[config.mk]
export PLATFORM = sky130hd
export DESIGN_NAME = bus_controller
export DESIGN_NICKNAME = d
export VERILOG_FILES = /design/src/rtl/bus_controller_pkg.sv /design/src/rtl/round_robin_arbiter.sv /design/src/rtl/bus_controller.sv
export SDC_FILE = /design/constraint.sdc
export NUM_CORES = 1
export LEC_CHECK = 0
export CAP_MARGIN = 30
export CORE_MARGIN = 5
export CORE_UTILIZATION = 47
export DETAILED_ROUTE_END_ITERATION = 16
export PLACE_DENSITY = 0.85
export SETUP_SLACK_MARGIN = 0.5
export SLEW_MARGIN = 20
export SYNTH_ARGS = -nofsm -noshare
export SYNTH_HDL_FRONTEND = slang
export SYNTH_SLANG_ARGS = --single-unit
[constraint.sdc]
create_clock -name clock -period 7.5 [get_ports clock]
set_clock_uncertainty 0.2 [all_clocks]
set_input_delay 2.25 -clock clock [delete_from_list [all_inputs] [get_ports clock]]
set_output_delay 2.25 -clock clock [all_outputs]
set_load 0.005 [all_outputs]
[src/rtl/bus_controller_pkg.sv]
// Shared types for the external bus controller: FSM states, requester identity, word width.
package bus_controller_pkg;

  localparam int WORD_WIDTH = 32;

  typedef enum logic [1:0] {
    IDLE,
    TRANSFER,
    RESPOND
  } bus_state_t;

  typedef enum logic {
    FETCH,
    DATA
  } requester_t;

endpackage

[src/rtl/round_robin_arbiter.sv]
// Two-way round-robin grant, combinational (zero latency); grants only while enabled.
// grant[0] = fetch, grant[1] = data. On a tie the requester that lost last time wins.
module round_robin_arbiter
  import bus_controller_pkg::*;
(
  input  logic       enable,
  input  logic       fetch_request,
  input  logic       data_request,
  input  requester_t last_grant,
  output logic [1:0] grant
);

  always_comb begin
    grant = 2'b00;
    if (enable) begin
      if (fetch_request && data_request) begin
        grant = (last_grant == DATA) ? 2'b01 : 2'b10;
      end else if (fetch_request) begin
        grant = 2'b01;
      end else if (data_request) begin
        grant = 2'b10;
      end
    end
  end

endmodule

[src/rtl/bus_controller.sv]
// Shares one narrow valid/ready bus between fetch and load/store; a 32-bit word takes
// NUM_BEATS+2 cycles with bus_ready high, and every beat is held stable while bus_ready is low.
module bus_controller
  import bus_controller_pkg::*;
#(
  parameter int ADDRESS_WIDTH     = 32,
  parameter int BUS_ADDRESS_WIDTH = 8,
  parameter int BUS_DATA_WIDTH    = 8
) (
  input  logic                         clock,
  input  logic                         reset,
  input  logic                         fetch_request,
  input  logic [ADDRESS_WIDTH-1:0]     fetch_address,
  output logic                         fetch_ready,
  output logic [WORD_WIDTH-1:0]        fetch_data,
  input  logic                         data_read_request,
  input  logic                         data_write_request,
  input  logic [ADDRESS_WIDTH-1:0]     data_address,
  input  logic [WORD_WIDTH-1:0]        data_write_data,
  output logic                         data_ready,
  output logic [WORD_WIDTH-1:0]        data_read_data,
  output logic                         bus_valid,
  output logic                         bus_write,
  output logic [BUS_ADDRESS_WIDTH-1:0] bus_address,
  output logic [BUS_DATA_WIDTH-1:0]    bus_write_data,
  input  logic                         bus_ready,
  input  logic [BUS_DATA_WIDTH-1:0]    bus_read_data
);

  localparam int NUM_BEATS  = WORD_WIDTH / BUS_DATA_WIDTH;
  localparam int BEAT_BYTES = BUS_DATA_WIDTH / 8;
  localparam int CW         = (NUM_BEATS > 1) ? $clog2(NUM_BEATS) : 1;

  bus_state_t            state;
  requester_t            owner;
  requester_t            last_grant;
  logic [CW-1:0]         beat_count;
  logic [WORD_WIDTH-1:0] write_word;
  logic [WORD_WIDTH-1:0] read_word;
  logic [WORD_WIDTH-1:0] assembled;
  logic [1:0]            grant;
  logic                  handshake;
  logic                  last_beat;

  round_robin_arbiter u_arbiter (
    .enable        (state == IDLE),
    .fetch_request (fetch_request),
    .data_request  (data_read_request | data_write_request),
    .last_grant    (last_grant),
    .grant         (grant)
  );

  assign handshake      = bus_valid && bus_ready;
  assign last_beat      = (beat_count == CW'(NUM_BEATS - 1));
  assign bus_write_data = write_word[int'(beat_count)*BUS_DATA_WIDTH +: BUS_DATA_WIDTH];

  // Word as it will look once the beat currently on the bus is merged in.
  always_comb begin
    assembled = read_word;
    assembled[int'(beat_count)*BUS_DATA_WIDTH +: BUS_DATA_WIDTH] = bus_read_data;
  end

  if (ADDRESS_WIDTH > BUS_ADDRESS_WIDTH) begin : g_high_address
    logic unused_high_address;
    assign unused_high_address = ^{fetch_address[ADDRESS_WIDTH-1:BUS_ADDRESS_WIDTH],
                                   data_address[ADDRESS_WIDTH-1:BUS_ADDRESS_WIDTH]};
  end

  always_ff @(posedge clock or posedge reset) begin
    if (reset) begin
      state          <= IDLE;
      owner          <= FETCH;
      last_grant     <= DATA;
      beat_count     <= '0;
      write_word     <= '0;
      read_word      <= '0;
      bus_valid      <= 1'b0;
      bus_write      <= 1'b0;
      bus_address    <= '0;
      fetch_ready    <= 1'b0;
      data_ready     <= 1'b0;
      fetch_data     <= '0;
      data_read_data <= '0;
    end else begin
      fetch_ready <= 1'b0;
      data_ready  <= 1'b0;
      case (state)
        IDLE: begin
          if (grant != 2'b00) begin
            owner       <= grant[1] ? DATA : FETCH;
            last_grant  <= grant[1] ? DATA : FETCH;
            bus_address <= grant[1] ? data_address[BUS_ADDRESS_WIDTH-1:0]
                                    : fetch_address[BUS_ADDRESS_WIDTH-1:0];
            // A store wins over a load if both are (illegally) raised together.
            bus_write   <= grant[1] && data_write_request;
            write_word  <= data_write_data;
            beat_count  <= '0;
            bus_valid   <= 1'b1;
            state       <= TRANSFER;
          end
        end
        TRANSFER: begin
          if (handshake) begin
            read_word   <= assembled;
            beat_count  <= beat_count + CW'(1);
            bus_address <= bus_address + BUS_ADDRESS_WIDTH'(BEAT_BYTES);
            if (last_beat) begin
              bus_valid <= 1'b0;
              state     <= RESPOND;
              if (owner == FETCH) begin
                fetch_ready <= 1'b1;
                fetch_data  <= assembled;
              end else begin
                data_ready <= 1'b1;
                if (!bus_write) data_read_data <= assembled;
              end
            end
          end
        end
        RESPOND: state <= IDLE;
        default: state <= IDLE;
      endcase
    end
  end

endmodule

==> results of run 1 <==
==> kinds of logic (layout without fill, tap and decap cells) <==
| family | Yosys count | count (layout) | synth area share |
|---|---|---|---|
| simple gates | 146 | 146 | 0.122 |
| compound gates | 156 | 156 | 0.149 |
| flops | 146 | 146 | 0.584 |
| buf+inv | 42 | 192 | 0.0308 |
| fa+ha+maj | 7 | 7 | 0.0140 |
| mux | 49 | 49 | 0.101 |
==> registers in the layout, summed over array words and instances (netlist names) <==
name            count
data_read_data     32
fetch_data         32
read_word          32
write_word         32
bus_address         8
beat_count          2
state               2
bus_valid           1
bus_write           1
data_ready          1
fetch_ready         1
last_grant          1
owner               1
==> power by group through the flow <==
stage          clock, mW  sequential [mW]  combinational, mW
2_1_floorplan          0             1.26              0.693
3_3_place_gp           0             1.30               1.14
3_5_place_dp           0             1.32               1.21
4_1_cts            0.856             1.32               1.22
5_1_grt            0.896             1.34               1.34
6_report           0.845             1.31               1.23
==> final cells by class <==
type	count	area, um2	share of cell area
Tap cell	176	220	0.0260
Multi-Input combinational cell	358	2420	0.286
Timing Repair Buffer	154	1560	0.184
Inverter	6	27.5	0.00325
Clock buffer	19	443	0.0523
Clock inverter	13	148	0.0174
Sequential cell	146	3650	0.432
==> path summary, 6_finish.rpt <==
| kind | slack (ns) | cells after the start | startpoint | endpoint |
|---|---|---|---|---|
| max in group asynchronous | 4.08 | 3 | reset | state[1] |
| max | 2.79 | 3 | beat_count[0] | bus_write_data[3] |
| max reg2reg | 4.73 | 6 | beat_count[1] | read_word[16] |
| min | 0.28 | 2 | data_read_data[21] | data_read_data[21] |
| min in group asynchronous | 2.04 | 2 | reset | fetch_data[17] |
| min reg2reg | 0.28 | 2 | data_read_data[21] | data_read_data[21] |
==> cells in the mapped netlist (5+ instances only) <==
library cell,number,area (um2)
dfrtp_1,145,3630
nand2_1,78,293
o21ai_0,71,355
a21oi_1,41,205
nor2b_1,34,213
mux2_2,33,372
a22o_1,32,280
buf_2,15,75.1
buf_1,8,30.0
clkbuf_1,8,30.0
mux2i_1,8,80.1
mux4_2,8,180
ha_1,7,87.6
inv_1,5,18.8
nor2_1,5,18.8
==> metal layers <==
metal / vias up / share of wire
met5: - / 0
met4: 0 / 0.023
met3: 31 / 0.089
met2: 230 / 0.48
met1: 2436 / 0.40
li1: 2218 / -
==> through the flow <==
stage / cell area (um2) / util / std cells
after floorplan: 6260 / - / 546
after global placement: 7800 / 0.594 / 835
after detailed placement: 7840 / 0.597 / 838
after CTS: 8430 / 0.642 / 870
after global routing: 8470 / 0.644 / 872
final: 8470 / 0.644 / 872
==> worst register-to-register path, cell delays in order, from the launching register on <==
cell	delay, ns
dfrtp_1	0.71
inv_1	0.20
ha_1	0.51
nor4bb_1	0.35
buf_4	0.24
and2_1	0.31
a22o_1	0.20
==> impl_results.html, run 1 <==
<table>
<tr><th>Metric</th><th>Value</th></tr>
<tr><th colspan="2">Yosys</th></tr>
<tr><td>Yosys cell types</td><td>46</td></tr>
<tr><td>Count of mapped cells out of synthesis</td><td>546</td></tr>
<tr><td>FF+latch count, synth</td><td>146</td></tr>
<tr><td>Post-synth EDFFs</td><td>0</td></tr>
<tr><td>Post-Syn Nets</td><td>663</td></tr>
<tr><td>Post-synthesis instance area</td><td>0.00626 mm2</td></tr>
<tr><td>Avg Synthesized Cell Area</td><td>11.5 um2</td></tr>
<tr><td>Synth Flop Type</td><td>dfrtp_1</td></tr>
<tr><td>Part of the Yosys area used for sequential elements</td><td>0.584</td></tr>
<tr><td>Proportion of synthesized flip-flops having asynchronous set or reset</td><td>1.00</td></tr>
<tr><td>Yosys warning count</td><td>0</td></tr>
<tr><th colspan="2">Die</th></tr>
<tr><td>Floorplan row count</td><td>42</td></tr>
<tr><td>Core area</td><td>0.0131 mm2</td></tr>
<tr><td>Die extent in y</td><td>125 um</td></tr>
<tr><td>Area enclosed by the die boundary</td><td>0.0157 mm2</td></tr>
<tr><td>Starting density of the core</td><td>0.476</td></tr>
<tr><td>Die X</td><td>125 um</td></tr>
<tr><td>Number of top-level design ports</td><td>194</td></tr>
<tr><th colspan="2">Worst setup path</th></tr>
<tr><td>Combined buffer and inverter count along the critical path</td><td>2</td></tr>
<tr><td>Crit path DAT</td><td>2.26 ns</td></tr>
<tr><td>Critical path's top delay family</td><td>buffers and inverters</td></tr>
<tr><td>Crit start category</td><td>flop</td></tr>
<tr><td>Maximum single-stage delay on the critical path</td><td>0.60 ns</td></tr>
<tr><td>Worst-path fanout max</td><td>9</td></tr>
<tr><td>Category of the critical setup timing path</td><td>flop to output pin</td></tr>
<tr><td>Slowest stage cell, crit path</td><td>dfrtp_1</td></tr>
<tr><td>Kind of capture point of the worst setup path</td><td>output pin</td></tr>
<tr><td>Series of cell instances along the critical path</td><td>buf_8 -&gt; mux4_2 -&gt; clkdlybuf4s50_1</td></tr>
<tr><td>Data required time at the worst endpoint</td><td>5.05 ns</td></tr>
<tr><th colspan="2">Final layout</th></tr>
<tr><td>Fin nets</td><td>800</td></tr>
<tr><td>Number of diodes</td><td>0</td></tr>
<tr><td>Relative area change from synthesis to final layout</td><td>35.3%</td></tr>
<tr><td>Count of filler cells inserted in the layout</td><td>995</td></tr>
<tr><td>Most frequent cells in the layout</td><td>dfrtp_1, clkdlybuf4s50_1, nand2_1</td></tr>
<tr><td>Fraction of final layout cells with drive strength greater than 1</td><td>0.128</td></tr>
<tr><th colspan="2">Routing</th></tr>
<tr><td>ANT nets after route</td><td>0</td></tr>
<tr><td>Residual DRC count</td><td>0</td></tr>
<tr><td>Routed vias/inst</td><td>5.64</td></tr>
<tr><td>Total length of routed wires</td><td>15.5 mm</td></tr>
<tr><td>Total via count in the routed design</td><td>4915</td></tr>
<tr><td>Average routed wire per standard cell</td><td>17.7 um</td></tr>
<tr><td>TritonRoute pass-1 iters</td><td>5</td></tr>
<tr><td>DRC violation total after the first TritonRoute iteration</td><td>431</td></tr>
<tr><th colspan="2">Power</th></tr>
<tr><td>Worst vdd rail ir drop</td><td>205 uV</td></tr>
<tr><td>Sw Share</td><td>0.318</td></tr>
<tr><td>Relative contribution of the clock network to total power</td><td>0.250</td></tr>
<tr><td>Gate power share</td><td>0.364</td></tr>
<tr><td>Internal power</td><td>2.30 mW</td></tr>
<tr><td>Fraction of power consumed by sequential logic</td><td>0.386</td></tr>
<tr><td>Power per cell area</td><td>399 mW/mm2</td></tr>
<tr><td>Net switching power of the design</td><td>1.08 mW</td></tr>
<tr><td>Power after layout</td><td>3.38 mW</td></tr>
<tr><td>Leakage power summed over all cells</td><td>3.65 nW</td></tr>
<tr><th colspan="2">STA</th></tr>
<tr><td>Top achievable clock speed</td><td>212 MHz</td></tr>
<tr><td>Final setup violation count</td><td>0</td></tr>
<tr><td>Slew @ Worst Pin</td><td>0.611 ns</td></tr>
<tr><td>Final setup slack of the worst path</td><td>2.79 ns</td></tr>
<tr><td>Final max-slew violation count</td><td>0</td></tr>
<tr><td>Slew HR</td><td>0.593</td></tr>
<tr><td>Setup repair after global routing missed its margin</td><td>no</td></tr>
<tr><td>Number of hold violations in the final report</td><td>0</td></tr>
<tr><td>Final-layout worst hold slack</td><td>0.280 ns</td></tr>
<tr><td>Fraction of the cycle the final worst path needs</td><td>0.628</td></tr>
<tr><td>Accumulated negative setup slack</td><td>0 ns</td></tr>
<tr><td>Time the final worst path needs with I/O delays and setup</td><td>4.71 ns</td></tr>
<tr><th colspan="2">Place</th></tr>
<tr><td>RD Place Congestion</td><td>0.794</td></tr>
<tr><td>HPWL Detailed</td><td>10.8 mm</td></tr>
<tr><td>PortBufs</td><td>145</td></tr>
<tr><td>Setup slack after placement</td><td>2.91 ns</td></tr>
<tr><th colspan="2">Clocking</th></tr>
<tr><td>Clock transition at the register clock pins on the worst setup and hold paths after CTS</td><td>0.06 ns</td></tr>
<tr><td>Number of setup buffers added after CTS</td><td>0</td></tr>
<tr><td>Hold buffer count at cts</td><td>0</td></tr>
<tr><td>Clock insertion delay at the later pin of the skew report</td><td>0.42 ns</td></tr>
<tr><td>Number of buffers created by CTS</td><td>17</td></tr>
<tr><td>Count of instances resized after the clock tree is built</td><td>0</td></tr>
<tr><td>TritonCTS Sinks</td><td>146</td></tr>
<tr><td>Clock Tree Buf Depth</td><td>2</td></tr>
<tr><td>TritonCTS clock tree</td><td>built</td></tr>
<tr><td>H-tree lvl count</td><td>4</td></tr>
<tr><td>CTS root buf</td><td>clkbuf_16</td></tr>
<tr><th colspan="2">Global routing</th></tr>
<tr><td>Met2 track demand over resource</td><td>0.314</td></tr>
<tr><td>All-Layer GR Usage</td><td>0.197</td></tr>
<tr><td>GRT busiest layer</td><td>met2</td></tr>
<tr><td>Met1 Usage GRT</td><td>0.247</td></tr>
<tr><td>Grt met3 use</td><td>0.0691</td></tr>
<tr><td>Largest net degree at the start of global routing</td><td>100</td></tr>
<tr><td>Global-route congestion overflow total</td><td>0</td></tr>
<tr><td>Number of antenna violations at the first check in global routing</td><td>0</td></tr>
<tr><td>Via count of the first global-routing pass</td><td>4843</td></tr>
<tr><td>Global-route wire length before repair</td><td>24.9 mm</td></tr>
<tr><th colspan="2">Min path</th></tr>
<tr><td>Worst Hold Class</td><td>flop to flop</td></tr>
<tr><th colspan="2">Run status</th></tr>
<tr><td>Result of the run</td><td>finished, final reports clean</td></tr>
<tr><th colspan="2">Run</th></tr>
<tr><td>Max Cap Viol</td><td>0</td></tr>
</table>
Power figures use the tool's default switching activity.
==> inputs of run 2 (changes only) <==
- clock period: 7.5 -> 4.8 ns (I/O delays scaled with it)
==> run 2 against run 1 <==
Compared with the run above: non-clock buffer count grew 3; power grew 56%; utilization grew 0.34 points; highest routed layer unchanged; first-iteration DRC count shrank 9.7%; hold slack lost 0.00074 ns; sequential cell count is the same; wire length shrank 3.7%; register-to-register slack lost 2.7 ns; clock-buffer cell count is the same; global-route usage shrank 0.10 points.
==> impl_results.html, run 2 (synthesis gave the netlist of run 1 again) <==
<table>
<tr><th>Metric</th><th>Value</th></tr>
<tr><th colspan="2">STA</th></tr>
<tr><td>Accumulated negative setup slack</td><td>0 ns</td></tr>
<tr><td>Time the final worst path needs with I/O delays and setup</td><td>3.86 ns</td></tr>
<tr><td>Slew HR</td><td>0.618</td></tr>
<tr><td>Final-layout worst hold slack</td><td>0.279 ns</td></tr>
<tr><td>Fraction of the cycle the final worst path needs</td><td>0.805</td></tr>
<tr><td>Slew @ Worst Pin</td><td>0.573 ns</td></tr>
<tr><td>Final max-slew violation count</td><td>0</td></tr>
<tr><td>Number of hold violations in the final report</td><td>0</td></tr>
<tr><td>Top achievable clock speed</td><td>259 MHz</td></tr>
<tr><td>Setup repair after global routing missed its margin</td><td>no</td></tr>
<tr><td>Final setup violation count</td><td>0</td></tr>
<tr><th colspan="2">Die</th></tr>
<tr><td>Area enclosed by the die boundary</td><td>0.0157 mm2</td></tr>
<tr><td>Number of top-level design ports</td><td>194</td></tr>
<tr><td>Starting density of the core</td><td>0.476</td></tr>
<tr><td>Core area</td><td>0.0131 mm2</td></tr>
<tr><td>Die extent in y</td><td>125 um</td></tr>
<tr><td>Floorplan row count</td><td>42</td></tr>
<tr><td>Die X</td><td>125 um</td></tr>
<tr><th colspan="2">Routing</th></tr>
<tr><td>ANT nets after route</td><td>0</td></tr>
<tr><td>TritonRoute pass-1 iters</td><td>5</td></tr>
<tr><td>Total via count in the routed design</td><td>4835</td></tr>
<tr><td>Residual DRC count</td><td>0</td></tr>
<tr><td>Average routed wire per standard cell</td><td>17.0 um</td></tr>
<tr><td>Total length of routed wires</td><td>14.9 mm</td></tr>
<tr><td>DRC violation total after the first TritonRoute iteration</td><td>389</td></tr>
<tr><td>Routed vias/inst</td><td>5.53</td></tr>
<tr><th colspan="2">Place</th></tr>
<tr><td>PortBufs</td><td>145</td></tr>
<tr><td>RD Place Congestion</td><td>0.788</td></tr>
<tr><td>HPWL Detailed</td><td>10.8 mm</td></tr>
<tr><th colspan="2">Clocking</th></tr>
<tr><td>Number of buffers created by CTS</td><td>17</td></tr>
<tr><td>H-tree lvl count</td><td>4</td></tr>
<tr><td>CTS root buf</td><td>clkbuf_16</td></tr>
<tr><td>Clock insertion delay at the later pin of the skew report</td><td>0.42 ns</td></tr>
<tr><td>Clock transition at the register clock pins on the worst setup and hold paths after CTS</td><td>0.06 ns</td></tr>
<tr><td>Count of instances resized after the clock tree is built</td><td>0</td></tr>
<tr><td>Number of setup buffers added after CTS</td><td>0</td></tr>
<tr><td>Hold buffer count at cts</td><td>0</td></tr>
<tr><td>Clock Tree Buf Depth</td><td>2</td></tr>
<tr><td>TritonCTS Sinks</td><td>146</td></tr>
<tr><td>TritonCTS clock tree</td><td>built</td></tr>
<tr><th colspan="2">Global routing</th></tr>
<tr><td>Global-route congestion overflow total</td><td>0</td></tr>
<tr><td>Via count of the first global-routing pass</td><td>4981</td></tr>
<tr><td>All-Layer GR Usage</td><td>0.195</td></tr>
<tr><td>Global-route wire length before repair</td><td>24.9 mm</td></tr>
<tr><td>Number of antenna violations at the first check in global routing</td><td>0</td></tr>
<tr><td>Largest net degree at the start of global routing</td><td>66</td></tr>
<tr><th colspan="2">Worst setup path</th></tr>
<tr><td>Crit Reg-Reg Startpoint</td><td>beat_count[1]</td></tr>
<tr><td>Kind of capture point of the worst setup path</td><td>output pin</td></tr>
<tr><td>Worst-path fanout max</td><td>10</td></tr>
<tr><td>Data required time at the worst endpoint</td><td>3.16 ns</td></tr>
<tr><td>Reg-to-reg slack, setup</td><td>2.05 ns</td></tr>
<tr><td>Crit path DAT</td><td>2.22 ns</td></tr>
<tr><td>Category of the critical setup timing path</td><td>flop to output pin</td></tr>
<tr><td>Reg-to-Reg End</td><td>read_word[28]</td></tr>
<tr><td>Crit start category</td><td>flop</td></tr>
<tr><td>Reg2Reg Depth</td><td>5</td></tr>
<tr><th colspan="2">Final layout</th></tr>
<tr><td>Number of diodes</td><td>0</td></tr>
<tr><td>Relative area change from synthesis to final layout</td><td>36.0%</td></tr>
<tr><td>Fraction of final layout cells with drive strength greater than 1</td><td>0.130</td></tr>
<tr><td>Most frequent cells in the layout</td><td>dfrtp_1, clkdlybuf4s50_1, nand2_1</td></tr>
<tr><td>Count of filler cells inserted in the layout</td><td>979</td></tr>
<tr><td>Fin nets</td><td>803</td></tr>
<tr><th colspan="2">Power</th></tr>
<tr><td>Worst vdd rail ir drop</td><td>303 uV</td></tr>
<tr><td>Power after layout</td><td>5.28 mW</td></tr>
<tr><td>Power per cell area</td><td>620 mW/mm2</td></tr>
<tr><td>Leakage power summed over all cells</td><td>3.67 nW</td></tr>
<tr><th colspan="2">Min path</th></tr>
<tr><td>Cell depth of the worst min-delay path</td><td>2</td></tr>
<tr><td>Worst Hold Class</td><td>flop to flop</td></tr>
<tr><td>Hold EP</td><td>data_read_data[17]</td></tr>
<tr><td>Startpoint of the tightest hold check path</td><td>data_read_data[17]</td></tr>
<tr><th colspan="2">Run status</th></tr>
<tr><td>Result of the run</td><td>finished, final reports clean</td></tr>
<tr><th colspan="2">Run</th></tr>
<tr><td>Max Cap Viol</td><td>0</td></tr>
</table>
## run 2: cell types whose count changed in the layout (fill, tap and decap cells not counted)
cell	delta
buf_12	+3
buf_16	-1
buf_4	+1
bufinv_16	+1
clkinv_2	+1
clkinv_4	-1
clkinvlp_4	+1
inv_6	-2
inv_8	-1
## run 2: metal layers
layer	GRT usage	share of wire
met1	0.245	0.42
met2	0.313	0.47
met3	0.0687	0.087
met4	0.0759	0.023
met5	0	0
## run 2: metrics by stage
step	std cells	cell area [um2]	setup WS (ns)	util
floorplan	546	6260	1.33	-
global placement	839	7860	1.08	0.598
detailed placement	841	7880	1.06	0.600
CTS	872	8480	0.607	0.645
global route	874	8510	0.821	0.648
finish	874	8510	0.936	0.648
## run 2: layout make-up
cell class              instances  area [um2]  share of cell area
well taps                     176         220              0.0259
flip-flops and latches        146        3650               0.429
repair buffers                157        1600               0.188
inverters                       6        26.3             0.00309
multi-input cells             358        2420               0.284
clock buffers                  19         443              0.0520
clock inverters                12         154              0.0181
## run 2: worst max-delay path by stage
| stage | from | endpoint | slack (ns) | depth (start not counted) |
|---|---|---|---|---|
| 2_1_floorplan | reset | beat_count[0] | 1.33 | 1 |
| 3_5_place_dp | beat_count[0] | bus_write_data[3] | 1.06 | 2 |
| 4_1_cts | beat_count[0] | bus_write_data[3] | 0.61 | 2 |
| 5_1_grt | beat_count[0] | bus_write_data[0] | 0.82 | 3 |
| 6_report | beat_count[0] | bus_write_data[3] | 0.94 | 3 |
| 3_3_place_gp | beat_count[0] | bus_write_data[4] | 1.08 | 2 |
## run 2: worst max-delay path, stage by stage, from the launching register on
cell and delay, ns:
dfrtp_1 0.58, buf_8 0.22, mux4_2 0.52, clkdlybuf4s50_1 0.48
## run 2: report_power, final
part           total (mW)  internal (mW)  switching [mW]
sequential           2.03           1.71           0.322
combinational        1.92           1.11           0.806
clock                1.33          0.829           0.502
total                5.28           3.65            1.63
==> inputs of run 3 (changes only) <==
- CORE_UTILIZATION: 47 -> 42
- PLACE_DENSITY: 0.85 -> 0.81
- clock period: 4.8 -> 3.15 ns (I/O delays scaled with it)
==> run 3 against run 2 <==
Compared with the run above: first-iteration DRC count decreased by 19%; combinational power is 57% higher; via count fell by 0.58%; critical endpoint unchanged; critical path depth grew 1; design area grew 0.82%; global-route usage down 1.1 points; hold slack better by 0.0021 ns; sequential share of layout area down 0.34 points; wire length grew 5.9%.
==> impl_results.html, run 3 (synthesis gave the netlist of run 1 again) <==
<table>
<tr><th>Metric</th><th>Value</th></tr>
<tr><th colspan="2">Place</th></tr>
<tr><td>HPWL Detailed</td><td>10.9 mm</td></tr>
<tr><td>PortBufs</td><td>145</td></tr>
<tr><td>Setup slack after placement</td><td>0.284 ns</td></tr>
<tr><td>Placed cells</td><td>852</td></tr>
<tr><td>RD Place Congestion</td><td>0.774</td></tr>
<tr><td>Standard cell area after detailed placement</td><td>0.00793 mm2</td></tr>
<tr><th colspan="2">Power</th></tr>
<tr><td>Worst vdd rail ir drop</td><td>515 uV</td></tr>
<tr><td>Power after layout</td><td>8.14 mW</td></tr>
<tr><td>Power per cell area</td><td>948 mW/mm2</td></tr>
<tr><td>Leakage power summed over all cells</td><td>3.72 nW</td></tr>
<tr><th colspan="2">Worst setup path</th></tr>
<tr><td>Category of the critical setup timing path</td><td>flop to output pin</td></tr>
<tr><td>Maximum single-stage delay on the critical path</td><td>0.49 ns</td></tr>
<tr><td>Combined buffer and inverter count along the critical path</td><td>3</td></tr>
<tr><td>Kind of capture point of the worst setup path</td><td>output pin</td></tr>
<tr><td>Worst-path fanout max</td><td>5</td></tr>
<tr><td>Series of cell instances along the critical path</td><td>buf_8 -&gt; buf_6 -&gt; mux4_2 -&gt; buf_2</td></tr>
<tr><td>Crit start category</td><td>flop</td></tr>
<tr><td>Data required time at the worst endpoint</td><td>2.00 ns</td></tr>
<tr><td>Crit path DAT</td><td>1.66 ns</td></tr>
<tr><td>Critical path's top delay family</td><td>multiplexers</td></tr>
<tr><td>Slowest stage cell, crit path</td><td>mux4_2</td></tr>
<tr><th colspan="2">Die</th></tr>
<tr><td>Die X</td><td>132 um</td></tr>
<tr><td>Die extent in y</td><td>132 um</td></tr>
<tr><td>Starting density of the core</td><td>0.429</td></tr>
<tr><td>Floorplan row count</td><td>44</td></tr>
<tr><td>Number of top-level design ports</td><td>194</td></tr>
<tr><td>Core area</td><td>0.0146 mm2</td></tr>
<tr><td>Area enclosed by the die boundary</td><td>0.0174 mm2</td></tr>
<tr><th colspan="2">STA</th></tr>
<tr><td>Final-layout worst hold slack</td><td>0.281 ns</td></tr>
<tr><td>Top achievable clock speed</td><td>357 MHz</td></tr>
<tr><td>Number of hold violations in the final report</td><td>0</td></tr>
<tr><td>Final max-slew violation count</td><td>0</td></tr>
<tr><td>Final setup violation count</td><td>0</td></tr>
<tr><td>Time the final worst path needs with I/O delays and setup</td><td>2.80 ns</td></tr>
<tr><td>Fraction of the cycle the final worst path needs</td><td>0.890</td></tr>
<tr><td>Setup repair after global routing missed its margin</td><td>yes</td></tr>
<tr><td>Accumulated negative setup slack</td><td>0 ns</td></tr>
<tr><td>Slew HR</td><td>0.625</td></tr>
<tr><td>Final setup slack of the worst path</td><td>0.345 ns</td></tr>
<tr><td>Slew @ Worst Pin</td><td>0.563 ns</td></tr>
<tr><th colspan="2">Global routing</th></tr>
<tr><td>All-Layer GR Usage</td><td>0.185</td></tr>
<tr><td>Global-route wire length before repair</td><td>26.3 mm</td></tr>
<tr><td>Via count of the first global-routing pass</td><td>5093</td></tr>
<tr><td>Global-route congestion overflow total</td><td>0</td></tr>
<tr><td>Largest net degree at the start of global routing</td><td>88</td></tr>
<tr><td>Number of antenna violations at the first check in global routing</td><td>2</td></tr>
<tr><th colspan="2">Routing</th></tr>
<tr><td>Routed vias/inst</td><td>5.41</td></tr>
<tr><td>Residual DRC count</td><td>0</td></tr>
<tr><td>ANT nets after route</td><td>0</td></tr>
<tr><td>Total length of routed wires</td><td>15.8 mm</td></tr>
<tr><td>TritonRoute pass-1 iters</td><td>4</td></tr>
<tr><td>DRC violation total after the first TritonRoute iteration</td><td>316</td></tr>
<tr><td>Average routed wire per standard cell</td><td>17.7 um</td></tr>
<tr><td>Total via count in the routed design</td><td>4807</td></tr>
<tr><th colspan="2">Final layout</th></tr>
<tr><td>Relative area change from synthesis to final layout</td><td>37.1%</td></tr>
<tr><td>Area of all placed cells without fillers</td><td>0.00858 mm2</td></tr>
<tr><td>Final standard cell utilization of the core</td><td>0.588</td></tr>
<tr><td>Most frequent cells in the layout</td><td>dfrtp_1, clkdlybuf4s50_1, nand2_1</td></tr>
<tr><td>Fin nets</td><td>810</td></tr>
<tr><td>Most common cell after layout, fill and taps aside</td><td>dfrtp_1</td></tr>
<tr><td>Number of diodes</td><td>0</td></tr>
<tr><td>Fraction of final layout cells with drive strength greater than 1</td><td>0.159</td></tr>
<tr><td>Non-Filler Instances</td><td>889</td></tr>
<tr><td>Count of filler cells inserted in the layout</td><td>1147</td></tr>
<tr><th colspan="2">Run status</th></tr>
<tr><td>Result of the run</td><td>finished, final reports clean</td></tr>
<tr><th colspan="2">Clocking</th></tr>
<tr><td>Number of buffers created by CTS</td><td>17</td></tr>
<tr><td>Hold buffer count at cts</td><td>0</td></tr>
<tr><td>CTS root buf</td><td>clkbuf_16</td></tr>
<tr><td>TritonCTS Sinks</td><td>146</td></tr>
<tr><td>Clock transition at the register clock pins on the worst setup and hold paths after CTS</td><td>0.06 ns</td></tr>
<tr><td>Clock Tree Buf Depth</td><td>2</td></tr>
<tr><td>Clock insertion delay at the later pin of the skew report</td><td>0.42 ns</td></tr>
<tr><td>TritonCTS clock tree</td><td>built</td></tr>
<tr><td>H-tree lvl count</td><td>4</td></tr>
<tr><th colspan="2">Run</th></tr>
<tr><td>Max Cap Viol</td><td>0</td></tr>
<tr><th colspan="2">Min path</th></tr>
<tr><td>Worst Hold Class</td><td>flop to flop</td></tr>
</table>
-- run 3: cell count changes in the layout (fill, tap and decap cells not counted), moves of 4 or more --
| cell | change |
|---|---|
| buf_4 | +5 |
| buf_2 | +4 |
| buf_6 | +6 |
| clkdlybuf4s50_1 | -8 |
-- run 3: where the power goes --
| group | switching (mW) | internal, mW |
|---|---|---|
| Clock | 0.789 | 1.23 |
| Sequential | 0.490 | 2.60 |
| Combinational | 1.30 | 1.72 |
-- run 3: worst register-to-register path: cells and delay by family (launching register included) --
family	cells	cell delay, ns
fa+ha+maj	1	0.45
buf+inv	4	0.55
flops	1	0.36
simple gates	2	0.71
compound gates	1	0.20
-- run 3: area by class of cell --
cell class              count  area (um2)  area share
clock buffers              20         467      0.0544
clock inverters            11         125      0.0146
inverters                   6        26.3     0.00306
multi-input cells         358        2440       0.284
flip-flops and latches    146        3660       0.426
well taps                 184         230      0.0268
repair buffers            164        1640       0.191
-- run 3: repair_timing --
action                                  4_1_cts  5_1_grt
pin swaps                                     1        0
buffers inserted                              5        1
gates resized for setup                      42        4
endpoints found under the setup margin       41       54
-- run 3: routing by layer --
layer	share of wire	global-route usage	vias up
met5	0.0013	0	-
li1	-	-	2221
met2	0.49	0.298	188
met1	0.41	0.231	2363
met4	0.019	0.0571	4
met3	0.081	0.0714	31
-- run 3: final timing paths --
| path | to | start | slack, ns | cells past startpoint |
|---|---|---|---|---|
| max in group asynchronous | beat_count[1] | reset | 1.35 | 3 |
| min reg2reg | data_read_data[25] | data_read_data[25] | 0.28 | 2 |
| min in group asynchronous | data_read_data[17] | reset | 0.65 | 2 |
| max | bus_write_data[3] | beat_count[0] | 0.35 | 4 |
| max reg2reg | read_word[13] | beat_count[0] | 0.63 | 8 |
| min | data_read_data[25] | data_read_data[25] | 0.28 | 2 |
